## config.mk

```make
export PLATFORM = sky130hd
export DESIGN_NAME = calc_sequencer
export DESIGN_NICKNAME = d
export VERILOG_FILES = /design/src/rtl/calc_pkg.sv /design/src/rtl/key_edge_detect.sv /design/src/rtl/calc_sequencer.sv
export SDC_FILE = /design/constraint.sdc
export NUM_CORES = 1
export LEC_CHECK = 0
export ABC_CLOCK_PERIOD_IN_PS = 1470
export CORE_MARGIN = 1
export CORE_UTILIZATION = 52
export CTS_CLUSTER_DIAMETER = 120
export DETAILED_ROUTE_END_ITERATION = 12
export DONT_BUFFER_PORTS = 1
export PLACE_DENSITY_LB_ADDON = 0.3
export SLEW_MARGIN = 10
export SYNTH_ARGS = -nofsm -noshare
export SYNTH_HDL_FRONTEND = slang
export SYNTH_SLANG_ARGS = --single-unit
```

## constraint.sdc

```tcl
create_clock -name clk -period 1.47 [get_ports clk]
set_input_delay 0.294 -clock clk [delete_from_list [all_inputs] [get_ports clk]]
set_output_delay 0.294 -clock clk [all_outputs]
set_load 0.02 [all_outputs]
```

## src/rtl/calc_pkg.sv

```systemverilog
// Shared constants for the keypad calculator: key codes, sequencer state
// encoding and display-source selects.
package calc_pkg;

  localparam logic [3:0] KEY_ADD = 4'hA;
  localparam logic [3:0] KEY_SUB = 4'hB;
  localparam logic [3:0] KEY_EQ  = 4'hE;
  localparam logic [3:0] KEY_CLR = 4'hF;

  typedef logic [2:0] state_t;

  localparam state_t ST_N1   = 3'd0;
  localparam state_t ST_N2   = 3'd1;
  localparam state_t ST_CALC = 3'd2;
  localparam state_t ST_SHOW = 3'd3;
  localparam state_t ST_ERR  = 3'd4;

  localparam logic [1:0] DISP_OP1 = 2'b00;
  localparam logic [1:0] DISP_OP2 = 2'b01;
  localparam logic [1:0] DISP_RES = 2'b10;
  localparam logic [1:0] DISP_ERR = 2'b11;

  function automatic logic is_digit(input logic [3:0] code);
    return code <= 4'h9;
  endfunction

  function automatic logic is_operator(input logic [3:0] code);
    return (code == KEY_ADD) || (code == KEY_SUB);
  endfunction

endpackage

```

## src/rtl/key_edge_detect.sv

```systemverilog
// Turns the keypad's held key_valid level into a single-cycle event and
// presents the key code that belongs to that event.
module key_edge_detect (
  input  logic       i_clk,
  input  logic       i_reset,
  input  logic       i_key_valid,
  input  logic [3:0] i_key_code,
  output logic       o_key_evt,
  output logic [3:0] o_key_code
);

  logic r_prev;

  always_ff @(posedge i_clk) begin
    if (i_reset) r_prev <= 1'b0;
    else         r_prev <= i_key_valid;
  end

  // Event and code are combinational so the FSM acts on the same edge.
  assign o_key_evt  = i_key_valid & ~r_prev;
  assign o_key_code = i_key_code;

endmodule

```

## src/rtl/calc_sequencer.sv

```systemverilog
// Top-level keypad calculator sequencer: operand entry, operator, ALU handshake, display.
// Optional ALU watchdog is built when CALC_TIMEOUT_EN is defined.
//
// state | meaning
// N1    | entering operand 1, display operand 1
// N2    | entering operand 2, display operand 2
// CALC  | waiting for alu_done, busy high
// SHOW  | displaying the result
// ERR   | ALU watchdog expired, only clear accepted
module calc_sequencer
  import calc_pkg::*;
#(
  parameter int DIGITS         = 4,
  parameter int TIMEOUT_CYCLES = 1024
) (
  input  logic                         clk,
  input  logic                         reset,
  input  logic                         key_valid,
  input  logic [3:0]                   key_code,
  input  logic                         alu_done,
  output logic                         num1_en,
  output logic                         num2_en,
  output logic [3:0]                   digit,
  output logic                         clr,
  output logic                         res_to_op1,
  output logic                         op_sel,
  output logic                         alu_start,
  output logic [1:0]                   disp_sel,
  output logic [$clog2(DIGITS+1)-1:0]  digit_count,
  output logic                         busy
);

  localparam int CNT_W = $clog2(DIGITS + 1);

  logic             w_key_evt;
  logic [3:0]       w_code;
  logic             w_clr_evt;
  logic             w_digit_ok;
  logic             w_timeout;

  state_t           r_state;
  logic [CNT_W-1:0] r_count;
  logic [3:0]       r_digit;
  logic             r_op_sel;
  logic             r_num1_en;
  logic             r_num2_en;
  logic             r_clr;
  logic             r_res_to_op1;
  logic             r_alu_start;
  logic             r_pend_num1;

  key_edge_detect u_key_edge (
    .i_clk       (clk),
    .i_reset     (reset),
    .i_key_valid (key_valid),
    .i_key_code  (key_code),
    .o_key_evt   (w_key_evt),
    .o_key_code  (w_code)
  );

  assign w_clr_evt  = w_key_evt && (w_code == KEY_CLR);
  assign w_digit_ok = w_key_evt && is_digit(w_code) && (r_count < CNT_W'(DIGITS));

`ifdef CALC_TIMEOUT_EN
  localparam int WDOG_W = $clog2(TIMEOUT_CYCLES + 1);

  logic [WDOG_W-1:0] r_wdog;

  assign w_timeout = (r_state == ST_CALC) && (r_wdog == WDOG_W'(TIMEOUT_CYCLES - 1));

  // Counts only while staying in CALC; any exit from CALC returns it to 0.
  always_ff @(posedge clk) begin
    if (reset)
      r_wdog <= '0;
    else if ((r_state == ST_CALC) && !alu_done && !w_clr_evt && !w_timeout)
      r_wdog <= r_wdog + 1'b1;
    else
      r_wdog <= '0;
  end
`else
  // Watchdog not built: CALC waits for alu_done indefinitely.
  assign w_timeout = 1'b0 && (TIMEOUT_CYCLES != 0);
`endif

  always_ff @(posedge clk) begin
    if (reset) begin
      r_state      <= ST_N1;
      r_count      <= '0;
      r_digit      <= 4'h0;
      r_op_sel     <= 1'b0;
      r_num1_en    <= 1'b0;
      r_num2_en    <= 1'b0;
      r_clr        <= 1'b0;
      r_res_to_op1 <= 1'b0;
      r_alu_start  <= 1'b0;
      r_pend_num1  <= 1'b0;
    end else begin
      r_num1_en    <= r_pend_num1;
      r_pend_num1  <= 1'b0;
      r_num2_en    <= 1'b0;
      r_clr        <= 1'b0;
      r_res_to_op1 <= 1'b0;
      r_alu_start  <= 1'b0;

      if (w_clr_evt) begin
        r_clr     <= 1'b1;
        r_num1_en <= 1'b0;
        r_count   <= '0;
        r_op_sel  <= 1'b0;
        r_state   <= ST_N1;
      end else begin
        case (r_state)
          ST_N1: begin
            if (w_digit_ok) begin
              r_num1_en <= 1'b1;
              r_digit   <= w_code;
              r_count   <= r_count + 1'b1;
            end else if (w_key_evt && is_operator(w_code)) begin
              r_op_sel <= (w_code == KEY_SUB);
              r_count  <= '0;
              r_state  <= ST_N2;
            end
          end
          ST_N2: begin
            if (w_digit_ok) begin
              r_num2_en <= 1'b1;
              r_digit   <= w_code;
              r_count   <= r_count + 1'b1;
            end else if (w_key_evt && is_operator(w_code)) begin
              r_op_sel <= (w_code == KEY_SUB);
            end else if (w_key_evt && (w_code == KEY_EQ) && (r_count != '0)) begin
              r_alu_start <= 1'b1;
              r_state     <= ST_CALC;
            end
          end
          ST_CALC: begin
            if (alu_done)       r_state <= ST_SHOW;
            else if (w_timeout) r_state <= ST_ERR;
          end
          ST_SHOW: begin
            // A new digit starts a fresh operand 1: clear first, load a cycle later.
            if (w_key_evt && is_digit(w_code)) begin
              r_clr       <= 1'b1;
              r_pend_num1 <= 1'b1;
              r_digit     <= w_code;
              r_count     <= CNT_W'(1);
              r_state     <= ST_N1;
            end else if (w_key_evt && is_operator(w_code)) begin
              r_res_to_op1 <= 1'b1;
              r_op_sel     <= (w_code == KEY_SUB);
              r_count      <= '0;
              r_state      <= ST_N2;
            end else if (w_key_evt && (w_code == KEY_EQ)) begin
              r_alu_start <= 1'b1;
              r_state     <= ST_CALC;
            end
          end
          ST_ERR:  r_state <= ST_ERR;
          default: r_state <= ST_N1;
        endcase
      end
    end
  end

  always_comb begin
    disp_sel = DISP_OP1;
    case (r_state)
      ST_N2, ST_CALC: disp_sel = DISP_OP2;
      ST_SHOW:        disp_sel = DISP_RES;
      ST_ERR:         disp_sel = DISP_ERR;
      default:        disp_sel = DISP_OP1;
    endcase
  end

  assign busy        = (r_state == ST_CALC);
  assign num1_en     = r_num1_en;
  assign num2_en     = r_num2_en;
  assign digit       = r_digit;
  assign clr         = r_clr;
  assign res_to_op1  = r_res_to_op1;
  assign op_sel      = r_op_sel;
  assign alu_start   = r_alu_start;
  assign digit_count = r_count;

endmodule

```

After elaboration in Yosys (flattened, before gate mapping):

Cells that the tools add are included.

* input bits: 8
* logic and storage cells: 96
* memories: 0
* output and inout port bits: 16
* RAM bits: 0
* flip-flop bits (word level): 18
* bits in latches: 0
* bits in read-only memories: 0

* equality and inequality tests: 20
* mux-type cells: 37
* shift operators: 0
* reductions and logical operators: 20
* bitwise operators: 5
* div/mod/pow operators: 0
* multipliers: 0
* $lt $le $gt $ge: 2
* $add $sub $neg: 1

Operators by type and width (number)
* 3-bit 2-to-1 mux: 13
* 2-bit != test, second input constant: 10
* 4-bit equality test, second input constant: 4
* 1-bit 2-to-1 mux: 16
* 3-bit one-hot mux with 5 select lines: 1
* 3-bit one-hot mux with 3 select lines: 1
* 4-bit 2-to-1 mux: 2
* 4-bit one-hot mux with 2 select lines: 1
* 7-bit AND reduction: 1
* 3-bit by 2-bit equality test with 1-bit output, second input constant: 2
* 1-bit logical AND: 6
* 2-bit one-hot mux with 3 select lines: 1
* 3-bit nonzero test: 2
* 2-bit OR reduction: 3
* 4-bit less-or-equal comparator, second input constant: 1
* 4-bit != test, second input constant: 1
* 1-bit NOT: 4
* 1-bit one-hot mux with 2 select lines: 2
* 4-bit AND reduction: 1
* 4-bit OR reduction: 1
* 3-bit by 1-bit adder with 3-bit output, second input constant: 1
* 3-bit by 1-bit equality test with 1-bit output, second input constant: 1
* 3-bit equality test, second input constant: 1
* 3-bit logical NOT: 1
* other kinds (8): 8

Longest topological paths before layout:

* depth after elaboration: 8
* mapped depth: 6
* gate-level depth less buffers: 6

By module:

Synthesis repeated with hierarchy kept, for this count alone.

* cell total of the unflattened synthesis: 111
* area, all modules: 1002.2 um^2

Modules (own cells, without submodules)
* calc_sequencer: sequential area each 340.3 um^2, area each 924.6 um^2, instances 1, cells an instance 104
* key_edge_detect: sequential area each 20.0 um^2, area each 77.6 um^2, instances 1, cells an instance 7

Least setup slack after synthesis:

Ideal clock, no wire load.

* path kind: flip-flop to output port
* start point: reg r_state[1]
* end point: out disp_sel[1]
* data required time: 1176 ps
* cell stages (with the launch flop): 5
* path buffers: 2
* arrival: 1184 ps
* slack: -8 ps
* path through: dfxtp_1 buf_2 buf_2 nand2_1 o21ai_0

* word-level cells in the longest chain between the ends: 3
* elaborated cells between the ends (all ways): 6
* classes of those cells: eq/ne: 4; mux: 1; reduce/logical: 1

RTL lines
* from (decl): line calc_sequencer.sv:41 `state_t r_state;`
* from (signal assigned): line calc_sequencer.sv:87 `r_state <= ST_N1;`
* from (signal assigned): line calc_sequencer.sv:110 `r_state <= ST_N1;`
* from (signal assigned): line calc_sequencer.sv:121 `r_state <= ST_N2;`
* 3-bit by 2-bit equality test with 1-bit output or 3-bit by 1-bit equality test with 1-bit output (tied branches): line calc_sequencer.sv:167 `case (r_state)`
* 2-bit OR reduction: line calc_sequencer.sv:167
* 2-bit one-hot mux with 3 select lines (*): line calc_sequencer.sv:167
* to (decl): line calc_sequencer.sv:28 `output logic [1:0] disp_sel,`

Mark *: on every way between the ends. The rest lies on a longest branch, timed or not.

Final worst setup path:

* start point: reg r_state[1]
* end point: reg r_count[1], in the netlist digit_count[1]

* word-level cells in the longest chain between the ends: 3
* elaborated cells between the ends (all ways): 7
* classes of those cells: eq/ne: 3; mux: 1; reduce/logical: 3

RTL lines
* 3-bit by 1-bit equality test with 1-bit output, or another cell as far along: line calc_sequencer.sv:112 `case (r_state)`
* 2-bit != test (no source line) or 3-bit nonzero test (tied branches)
* 2-bit AND reduction (no source line)
* to (signal assigned): line calc_sequencer.sv:117 `r_count <= r_count + 1'b1;`
* to (signal assigned): line calc_sequencer.sv:128 `r_count <= r_count + 1'b1;`
* to (decl): line calc_sequencer.sv:42 `logic [CNT_W-1:0] r_count;`

Parallel ways exist; a longest one is shown, timed or not.
A chain may end at the register's enable or synchronous reset.

==> results.cfg <==
[final_layout]
layout_common_cells = 21 x sky130_fd_sc_hd__buf_4, 15 x sky130_fd_sc_hd__dfxtp_1, 12 x sky130_fd_sc_hd__nor2_1, 7 x sky130_fd_sc_hd__nand2_1, 6 x sky130_fd_sc_hd__nand3_1
syn2layout_area_growth_pct = 23.96
post_route_cells_drive_above_1_share = 0.2879
nets = 144
insertedDiodeCount = 0
mostFrequentLayoutCell = sky130_fd_sc_hd__buf_4
layout.cell_area.non_filler_um2 = 1159
final_util = 0.7268
n_fill_cell = 117

[sta]
period_minus_slack_ns = 1.617
maxSlewViolCount = 0
report.final.hold_viol_count = 0
hold_slack_ns = 0.04487
finClkSkew_ns = 0.006592
setup-tns-final_ns = -0.1630
worst_slew_pin_slew_ns = 0.4575
finalCritPeriodShare = 1.100
slew-limit-headroom = 0.6912
timing.fmax_mhz = 618.6
setup_violations = 2
setup_repair_after_global_routing_missed_its_margin = yes
setup_ws_ns = -0.1466

[setup_path]
worst_setup_path_end_kind = flop
cp_num_buf_inv = 2
cp_max_fo = 8
timing.critical_path.slowest_cell_delay_ns = 0.42
cp_top_family = compound AO/OA/AOI/OAI gates
path_class = reg2reg
crit_path_frequent_cell = sky130_fd_sc_hd__buf_4
cp_slowest_cell = sky130_fd_sc_hd__o311ai_0
required_ns = 1.62
worst_path_cell_chain = buf_4 > buf_4 > a21o_1 > o311ai_0 > o21ai_0
critPathLaunchType = flop
worst-endpoint-arrival_ns = 1.77

[drt]
avgRoutedWirePerCell_um = 15.72
drtAntennaViolNets = 0
drt-initial-drc-count = 82
vias = 984
finalWirelength_um = 2453
routed_via_density = 6.308
residual_drc_count = 0
drt_pass1_iterations = 5

[global_routing]
use_met2 = 0.4382
grt_first_pass_wirelength_um = 3815
number_of_antenna_violations_at_the_first_check_in_global_routing = 0
use_met3 = 0.04898
globalRouteMet1Util = 0.3157
grt_most_used_layer = met2
grt_use_total = 0.2625
first_global_vias = 897
largest_net_degree_at_the_start_of_global_routing = 12
global_route.overflow_total = 0

[clock_tree]
clock_path_buffers = 2
tritoncts = done
clkSlewWorstSetupHoldPaths_ns = 0.10
cts_htree_levels = 1
ctsRootBufferMaster = sky130_fd_sc_hd__clkbuf_4
numClockSinks = 18
cts_made_buffers = 3
clock_latency_late_sink_ns = 0.30

[placement]
place_hpwl_um = 1523
port-buffer-count = 0
gp_congestion = 0.9122
dpl-instance-area_um2 = 1013

[hold_path]
hold_path.class = in2reg

[floorplan]
io_pins = 24
floorplan.initialDensity = 0.5863
dieArea_um2 = 1971
coreArea_um2 = 1594
fp.dieH_um = 44.40
die_width_um = 44.40
floorplan.rows = 14

[run]
max_cap_violations = 0

[run_status]
violated_checks = setup timing
outcome = finished with violations

[power_and_ir_drop]
power.density_cell_area_nw_per_um2 = 798.1
power.combinational.fraction = 0.166
switching_share = 0.2800
p_int_uw = 665.8
vdd.ir_drop.worst_mv = 0.5781
power_leakage_nw = 0.4667
total_switching_power_uw = 258.9
power_frac_clock = 0.268
share_seq_of_total_power = 0.567

[synthesis]
syn-mean-instance-area_um2 = 8.271
ys.warnings.count = 0
yosys_register_bits = 18
syn-num-nets = 123
post_synth_num_cell_types = 39
netlist_area_um2 = 934.6
synth_seq_area_share = 0.3855
number_of_instances_in_the_synthesized_netlist = 113
[power by group through the flow]
stage	logic [mW]	registers, mW	clock network [mW]
2_1_floorplan	0.105	0.536	0
3_3_place_gp	0.133	0.537	0
3_5_place_dp	0.134	0.537	0
4_1_cts	0.147	0.524	0.258
5_1_grt	0.166	0.527	0.263
6_report	0.153	0.524	0.247
[path summary, 6_finish.rpt]
kind,from,to,slack [ns],depth (start not counted)
max,r_state[1],digit_count[1],-0.15,5
min,reset,digit[3],0.04,1
max reg2reg,r_state[1],digit_count[1],-0.15,5
min reg2reg,r_pend_num1,num1_en,0.45,1
[cells by family (layout without fill, tap and decap cells)]
family	count (synthesis)	in the layout	synth area share
and+or+nand+nor	46	46	0.2530
AOI/OAI and AO/OA	30	30	0.2222
DFF	18	18	0.3855
buffers and inverters	12	31	0.06023
muxes	4	4	0.04284
adders and majority gates	2	2	0.02677
xor gates and xnor gates	1	1	0.009373
[area by class of cell]
| type | instances | area, µm² | area share |
|---|---|---|---|
| inverter | 6 | 22.52 | 0.01944 |
| tap | 24 | 30.03 | 0.02592 |
| clock buffer | 3 | 22.52 | 0.01944 |
| multi-input combinational | 83 | 545.5 | 0.4708 |
| timing repair buffer | 22 | 168.9 | 0.1458 |
| sequential | 18 | 369.1 | 0.3186 |
[state kept, by name, indices dropped and copies added, names as in the netlist]
register           flops
digit                  4
r_state                3
r_pend_num1            1
num1_en                1
op_sel                 1
digit_count            3
u_key_edge.r_prev      1
alu_start              1
num2_en                1
clr                    1
res_to_op1             1
[stage by stage]
stage | total power, mW | setup WS (ns) | cells
after detailed placement | 0.6710 | 0.1413 | 142
final | 0.9247 | -0.1466 | 156
after global routing | 0.9556 | -0.2299 | 156
after CTS | 0.9287 | -0.02092 | 153
after global placement | 0.6696 | 0.1478 | 142
after floorplan | 0.6416 | 0.1217 | 113
[worst register-to-register path: stages (launching register included)]
cell	delay [ns]
sky130_fd_sc_hd__dfxtp_4	0.36
sky130_fd_sc_hd__buf_4	0.14
sky130_fd_sc_hd__buf_4	0.16
sky130_fd_sc_hd__a21o_1	0.18
sky130_fd_sc_hd__o311ai_0	0.42
sky130_fd_sc_hd__o21ai_0	0.20
[synth_stat cells]
cell type	n	share of area
sky130_fd_sc_hd__buf_2	3	0.016
sky130_fd_sc_hd__o311ai_0	1	0.0094
sky130_fd_sc_hd__nor3_1	2	0.011
sky130_fd_sc_hd__nand2_1	8	0.032
sky130_fd_sc_hd__a211oi_1	3	0.024
sky130_fd_sc_hd__inv_1	5	0.020
sky130_fd_sc_hd__ha_1	2	0.027
sky130_fd_sc_hd__and3_1	1	0.0067
sky130_fd_sc_hd__o31ai_1	2	0.016
sky130_fd_sc_hd__and4_1	1	0.0094
sky130_fd_sc_hd__nor2b_1	1	0.0067
sky130_fd_sc_hd__nand4_1	2	0.013
sky130_fd_sc_hd__o21a_1	2	0.016
sky130_fd_sc_hd__or3_1	1	0.0067
sky130_fd_sc_hd__nand3_1	6	0.032
sky130_fd_sc_hd__a221oi_1	1	0.0094
sky130_fd_sc_hd__nor2_2	1	0.0067
sky130_fd_sc_hd__nor2_1	14	0.056
sky130_fd_sc_hd__dfxtp_1	18	0.39
sky130_fd_sc_hd__and2b_1	1	0.0080
sky130_fd_sc_hd__nand4b_1	1	0.0094
sky130_fd_sc_hd__and4b_1	1	0.011
sky130_fd_sc_hd__and3b_1	1	0.0094
sky130_fd_sc_hd__o21ai_1	1	0.0053
sky130_fd_sc_hd__and2_1	1	0.0067
sky130_fd_sc_hd__o21ai_0	6	0.032
sky130_fd_sc_hd__nand3b_1	1	0.0080
sky130_fd_sc_hd__a21oi_1	3	0.016
sky130_fd_sc_hd__inv_2	1	0.0040
sky130_fd_sc_hd__a21o_1	1	0.0080
sky130_fd_sc_hd__buf_4	2	0.016
sky130_fd_sc_hd__xnor2_1	1	0.0094
sky130_fd_sc_hd__o221ai_1	1	0.0094
sky130_fd_sc_hd__clkbuf_1	1	0.0040
sky130_fd_sc_hd__a31oi_1	5	0.033
sky130_fd_sc_hd__o2111a_1	3	0.036
sky130_fd_sc_hd__mux2i_1	4	0.043
sky130_fd_sc_hd__nand2b_1	3	0.020
sky130_fd_sc_hd__o22ai_1	1	0.0067
[metal layers]
metal | routed length (µm) | vias up
met3 | 244 | 15
met1 | 974 | 441
met4 | 92 | 0
met5 | 0 | -
li1 | - | 452
met2 | 1142 | 76
[repair_timing]
item	in CTS	in global routing
resized for setup	12	4
pin swaps	1	1
setup endpoints to repair	3	11
cloned	0	0
hold buffers	0	0
buffers inserted	8	3
No activity file was read; power rests on OpenSTA's default activity.
